[src/rtl/lab3_mem_bank_pkg.sv]
// Shared types and constants for the banked memory request router: message layouts,
// message type codes and the bank-id width helper.
package lab3_mem_bank_pkg;

  localparam int unsigned REQ_W  = 77;
  localparam int unsigned RESP_W = 47;

  // Bit position of addr inside a flattened mem_req_4B message (above len and data).
  localparam int unsigned REQ_ADDR_LSB = 34;

  localparam logic [2:0] MEM_TYPE_READ  = 3'd0;
  localparam logic [2:0] MEM_TYPE_WRITE = 3'd1;
  localparam logic [2:0] MEM_TYPE_INIT  = 3'd2;

  typedef struct packed {
    logic [2:0]  msg_type;
    logic [7:0]  opaque;
    logic [31:0] addr;
    logic [1:0]  len;
    logic [31:0] data;
  } mem_req_4B_t;

  typedef struct packed {
    logic [2:0]  msg_type;
    logic [7:0]  opaque;
    logic [1:0]  test;
    logic [1:0]  len;
    logic [31:0] data;
  } mem_resp_4B_t;

  function automatic int unsigned bank_id_width(input int unsigned num_banks);
    return (num_banks > 1) ? $clog2(num_banks) : 1;
  endfunction

endpackage

[src/rtl/lab3_mem_BankOrderQueue.sv]
// Circular FIFO of bank ids recording the order in which requests were issued, so responses
// can be returned to the processor in request order.
module lab3_mem_BankOrderQueue #(
  parameter int unsigned p_depth = 4,
  parameter int unsigned p_width = 2
) (
  input  logic               clk,
  input  logic               reset,
  input  logic               enq_val,
  input  logic [p_width-1:0] enq_data,
  input  logic               deq_val,
  output logic               full,
  output logic               empty,
  output logic [p_width-1:0] head
);

  localparam int unsigned PTR_W = (p_depth > 1) ? $clog2(p_depth) : 1;
  localparam int unsigned CNT_W = $clog2(p_depth + 1);

  logic [p_width-1:0] entries [p_depth];
  logic [PTR_W-1:0]   enq_ptr;
  logic [PTR_W-1:0]   deq_ptr;
  logic [CNT_W-1:0]   count;

  function automatic logic [PTR_W-1:0] ptr_next(input logic [PTR_W-1:0] ptr);
    return (ptr == PTR_W'(p_depth - 1)) ? '0 : ptr + PTR_W'(1);
  endfunction

  always_ff @(posedge clk or posedge reset) begin
    if (reset) begin
      enq_ptr <= '0;
      deq_ptr <= '0;
      count   <= '0;
    end else begin
      if (enq_val) enq_ptr <= ptr_next(enq_ptr);
      if (deq_val) deq_ptr <= ptr_next(deq_ptr);
      if (enq_val && !deq_val)      count <= count + CNT_W'(1);
      else if (!enq_val && deq_val) count <= count - CNT_W'(1);
    end
  end

  // Payload storage needs no reset: entries are only read between push and pop.
  always_ff @(posedge clk) begin
    if (enq_val) entries[enq_ptr] <= enq_data;
  end

  assign full  = (count == CNT_W'(p_depth));
  assign empty = (count == '0);
  assign head  = entries[deq_ptr];

  a_no_pop_empty: assert property (@(posedge clk) disable iff (reset) !(deq_val && empty));
  a_no_push_full: assert property (@(posedge clk) disable iff (reset) !(enq_val && full));

endmodule

[src/rtl/lab3_mem_bank_req_router.sv]
// Splits one processor memory port across p_num_banks cache banks by address bank bits and
// returns bank responses to the processor strictly in request order.
module lab3_mem_bank_req_router
  import lab3_mem_bank_pkg::*;
#(
  parameter int unsigned p_num_banks    = 4,
  parameter int unsigned p_bank_shamt   = 4,
  parameter int unsigned p_num_inflight = 4
) (
  input  logic                            clk,
  input  logic                            reset,
  input  logic                            procreq_val,
  output logic                            procreq_rdy,
  input  logic [REQ_W-1:0]                procreq_msg,
  output logic                            procresp_val,
  input  logic                            procresp_rdy,
  output logic [RESP_W-1:0]               procresp_msg,
  output logic [p_num_banks-1:0]          bankreq_val,
  input  logic [p_num_banks-1:0]          bankreq_rdy,
  output logic [REQ_W*p_num_banks-1:0]    bankreq_msg,
  input  logic [p_num_banks-1:0]          bankresp_val,
  output logic [p_num_banks-1:0]          bankresp_rdy,
  input  logic [RESP_W*p_num_banks-1:0]   bankresp_msg
);

  localparam int unsigned BID_W = bank_id_width(p_num_banks);

  logic [BID_W-1:0]  bid;
  logic [BID_W-1:0]  head_bid;
  logic              oq_full;
  logic              oq_empty;
  logic              req_fire;
  logic              resp_fire;
  logic [RESP_W-1:0] resp_arr [p_num_banks];

  assign bid = procreq_msg[REQ_ADDR_LSB + p_bank_shamt +: BID_W];

  // Every bank sees the request unmodified; only the valid is steered.
  assign bankreq_msg = {p_num_banks{procreq_msg}};

  for (genvar g = 0; g < p_num_banks; g++) begin : g_resp_unpack
    assign resp_arr[g] = bankresp_msg[g*RESP_W +: RESP_W];
  end

  always_comb begin
    bankreq_val  = '0;
    bankresp_rdy = '0;
    procresp_val = 1'b0;
    procresp_msg = '0;
    procreq_rdy  = bankreq_rdy[bid] && !oq_full;
    for (int i = 0; i < p_num_banks; i++) begin
      bankreq_val[i] = procreq_val && (bid == BID_W'(i)) && !oq_full;
    end
    // Only the oldest outstanding bank may return; others are held off.
    if (!oq_empty) begin
      procresp_val           = bankresp_val[head_bid];
      procresp_msg           = resp_arr[head_bid];
      bankresp_rdy[head_bid] = procresp_rdy;
    end
  end

  assign req_fire  = procreq_val && procreq_rdy;
  assign resp_fire = procresp_val && procresp_rdy;

  lab3_mem_BankOrderQueue #(
    .p_depth (p_num_inflight),
    .p_width (BID_W)
  ) u_order_queue (
    .clk      (clk),
    .reset    (reset),
    .enq_val  (req_fire),
    .enq_data (bid),
    .deq_val  (resp_fire),
    .full     (oq_full),
    .empty    (oq_empty),
    .head     (head_bid)
  );

  a_no_x_ctrl: assert property (@(posedge clk) disable iff (reset)
                                !$isunknown({procreq_val, procresp_rdy}));

endmodule

[config.mk]
export PLATFORM = sky130hd
export DESIGN_NAME = lab3_mem_bank_req_router
export DESIGN_NICKNAME = d
export VERILOG_FILES = /design/src/rtl/lab3_mem_bank_pkg.sv /design/src/rtl/lab3_mem_BankOrderQueue.sv /design/src/rtl/lab3_mem_bank_req_router.sv
export SDC_FILE = /design/constraint.sdc
export NUM_CORES = 1
export LEC_CHECK = 0
export ABC_AREA = 1
export BUFFER_PORTS_ARGS = -buffer_cell sky130_fd_sc_hd__buf_2
export CELL_PAD_IN_SITES_DETAIL_PLACEMENT = 1
export CELL_PAD_IN_SITES_GLOBAL_PLACEMENT = 1
export CORE_AREA = 2 2 249 251
export DETAILED_ROUTE_END_ITERATION = 10
export DIE_AREA = 0 0 251 253
export GPL_TIMING_DRIVEN = 0
export PLACE_DENSITY_LB_ADDON = 0.1
export SKIP_CTS_REPAIR_TIMING = 1
export SLEW_MARGIN = 20
export SYNTH_ARGS = -nofsm -noshare
export SYNTH_HDL_FRONTEND = slang
export SYNTH_SLANG_ARGS = --single-unit
export TNS_END_PERCENT = 5
[constraint.sdc]
create_clock -name clk -period 2.35 [get_ports clk]
set_input_delay 0.3525 -clock clk [delete_from_list [all_inputs] [get_ports clk]]
set_output_delay 0.3525 -clock clk [all_outputs]
set_load 0.1 [all_outputs]
==> results.json <==
{
  "worst_slew_pin_slew_ps": 751,
  "cts-root-buf": "sky130_fd_sc_hd__clkbuf_16",
  "critical_path.endpoint_type": "output pin",
  "finalCritPeriodShare": 1.07,
  "numCtsBuffers": 3,
  "flow.area_growth_from_synthesis_pct": 107,
  "overflow_after_grt": 0,
  "synth.cells.most_frequent": "sky130_fd_sc_hd__buf_4, sky130_fd_sc_hd__a21oi_1, sky130_fd_sc_hd__inv_1, sky130_fd_sc_hd__nor2_1, sky130_fd_sc_hd__a22oi_1",
  "initialDrtViolationCount": 114,
  "finalHoldWorstSlack_ps": 57.0,
  "nNetsFinal": 1577,
  "worstSkewPairLatency_ps": 240,
  "r2r-end": "u_order_queue.count[1]",
  "first_global_vias": 6235,
  "die_area_sq_mm": 0.0635,
  "fmaxAchievable_ghz": 0.397,
  "finalWirelength_mm": 32.6,
  "synth-edff-count": 8,
  "worstPathMaxFanout": 7,
  "regToRegStartpoint": "u_order_queue.deq_ptr[0]",
  "clk_pin_slew_ps": 50,
  "tritoncts_num_sinks": 15,
  "yosys.area.top_type_share": 0.500,
  "postSynthNetCount": 992,
  "yosys.cell_types.count": 26,
  "insertedDiodeCount": 0,
  "timing.final.max_slew_violations": 0,
  "violations_in_the_final_reports": "setup timing",
  "post_detail_place_hpwl_mm": 29.2,
  "globalRouteTotalUtil": 0.0904,
  "gp_routability_congestion": 0.743,
  "holdCritPathClass": "in2async",
  "dieWidth_microns": 251,
  "synth_seq_cells": 15,
  "route.detailed.wl_per_inst_microns": 15.7,
  "post-synth-top-count-cell": "sky130_fd_sc_hd__buf_4",
  "finalWorstPathRequiredPeriod_ps": 2520,
  "synth.yosys.seq_area_share": 0.0879,
  "critical_path.startpoint_type": "register",
  "ant_nets": 0,
  "crit_path_start": "u_order_queue.deq_ptr[0]",
  "floorplan.io_pins": 642,
  "floorplan.rows": 91,
  "worst_path_max_delay_cell": "sky130_fd_sc_hd__dfrtp_1",
  "synth_area_leaders": "sky130_fd_sc_hd__buf_4, sky130_fd_sc_hd__a21oi_1, sky130_fd_sc_hd__a22oi_1, sky130_fd_sc_hd__inv_1, sky130_fd_sc_hd__edfxtp_1",
  "setup.reg_to_reg.worst_slack_ps": -90,
  "run_status": "complete, but fails checks",
  "drc": 0,
  "antenna_found_initial": 6,
  "final_area_sq_mm": 0.00979,
  "cts_tree": "built",
  "ff2ff_path_depth": 12,
  "timing.max_cap.violations": 0,
  "place_area_sq_mm": 0.00872,
  "io_buffers": 566,
  "hold_viol_final": 0,
  "drive_gt1_frac": 0.772,
  "cts_max_path_buffers": 2,
  "criticalPathCategory": "reg2out",
  "final_critical_path_setup_slack_ps": -168,
  "postSynth.topFlopCell": "sky130_fd_sc_hd__edfxtp_1",
  "grt_start_max_net_pins": 14,
  "skew_ps": 5.54,
  "syn_area_per_cell_sq_um": 6.68,
  "via_count": 6325,
  "worstPathRequired_ps": 2000,
  "synth_largest_area_cell": "sky130_fd_sc_hd__buf_4",
  "synth-async-reset-ratio": 0.467,
  "worst_ep_arrival_time_ps": 2170,
  "worst_slew_margin_rel": 0.499,
  "core-area_sq_mm": 0.0610,
  "htree_num_levels": 1,
  "final-setup-viol-count": 48,
  "post_drt_via_cell_ratio": 3.04,
  "die_y_microns": 253,
  "crit_chain": "buf_6 -> nand2_2 -> nand2_2 -> nand2_2 -> nand2_4 -> nor2_4 -> buf_12 -> clkbuf_16 -> a22oi_1 -> a21oi_2 -> buf_12",
  "initial_utilization": 0.0775,
  "max_stage_delay_ps": 400,
  "grt_first_pass_wirelength_mm": 43.2,
  "rsz_0062_raised_after_global_routing": "true",
  "pre_antenna_drt_iters": 4,
  "synthCells": 708,
  "netlist_area_pre_place_sq_mm": 0.00473,
  "ys_warnings": 0,
  "critPathMostFrequentCell": "sky130_fd_sc_hd__nand2_2"
}
## worst max-delay path: cells and delay by family, from the launching register on
| kind | cells | cell delay (ps) |
|---|---|---|
| buf+inv | 4 | 700 |
| compound gates | 2 | 270 |
| flops | 1 | 400 |
| simple gates | 5 | 520 |
## per-stage QoR
stage / instances / setup WS, ps / setup TNS, ps / utilization
detailed placement: 2064 / -997 / -32970 / 0.143
floorplan: 708 / -649 / -16210 / -
global route: 2082 / -333 / -13890 / 0.160
finish: 2082 / -168 / -5760 / 0.160
CTS: 2068 / -1280 / -47450 / 0.144
global placement: 2064 / -1090 / -37700 / 0.143
## worst max-delay path by stage
stage,to,slack [ps]
floorplan,bankreq_val[0],-650
global placement,procresp_msg[30],-1090
detailed placement,procresp_msg[30],-1000
CTS,procresp_msg[30],-1280
global route,procresp_msg[23],-330
finish,procresp_msg[13],-170
## state kept, by name, indices dropped and copies added, names as in the netlist
| signal | flops |
|---|---|
| u_order_queue.count | 3 |
| u_order_queue.enq_ptr | 2 |
| u_order_queue.deq_ptr | 2 |
| u_order_queue.entries | 8 |
## layout make-up
type | count | area, sq um
clock buffer | 4 | 78.8
multi-input combinational | 286 | 1870
tap | 790 | 988
timing repair buffer | 580 | 3540
fill | 7482 | 51200
buffer | 334 | 2620
sequential | 15 | 417
inverter | 73 | 284
## layer usage
metal,share of wire,wire [microns],vias to the layer above,global-route usage
li1,-,-,3125,-
met1,0.37,12000,2944,0.0979
met2,0.57,18500,232,0.184
met3,0.060,1970,14,0.0197
met4,0.0027,88,10,0.00510
met5,0.0018,59,-,0
## cells by family (layout without fill, tap and decap cells)
family                   Yosys count  after routing  share of synthesized area
buffers and inverters            407            991                      0.585
AO/OA/AOI/OAI                    143            143                      0.176
AND/OR/NAND/NOR                  133            133                      0.125
flip-flops                        15             15                     0.0879
adder cells (fa/ha/maj)            7              7                     0.0201
XOR/XNOR                           2              2                    0.00371
multiplexers                       1              1                    0.00238
## placed cells by master (no fill, tap or decap), types with 7 or more instances in the layout
cell,instances
sky130_fd_sc_hd__buf_6,26
sky130_fd_sc_hd__a21oi_2,43
sky130_fd_sc_hd__buf_4,317
sky130_fd_sc_hd__nand2_2,7
sky130_fd_sc_hd__inv_1,71
sky130_fd_sc_hd__a21oi_1,51
sky130_fd_sc_hd__a22oi_2,8
sky130_fd_sc_hd__nor2_1,58
sky130_fd_sc_hd__buf_2,517
sky130_fd_sc_hd__a22oi_1,39
sky130_fd_sc_hd__nand3_1,10
sky130_fd_sc_hd__buf_12,31
sky130_fd_sc_hd__clkbuf_4,8
sky130_fd_sc_hd__nand2_1,30
sky130_fd_sc_hd__buf_8,8
sky130_fd_sc_hd__edfxtp_1,8
Power is left out: the tool's default activity adds up to more than one toggle a clock period on the data nets, which glitch-free logic cannot reach.
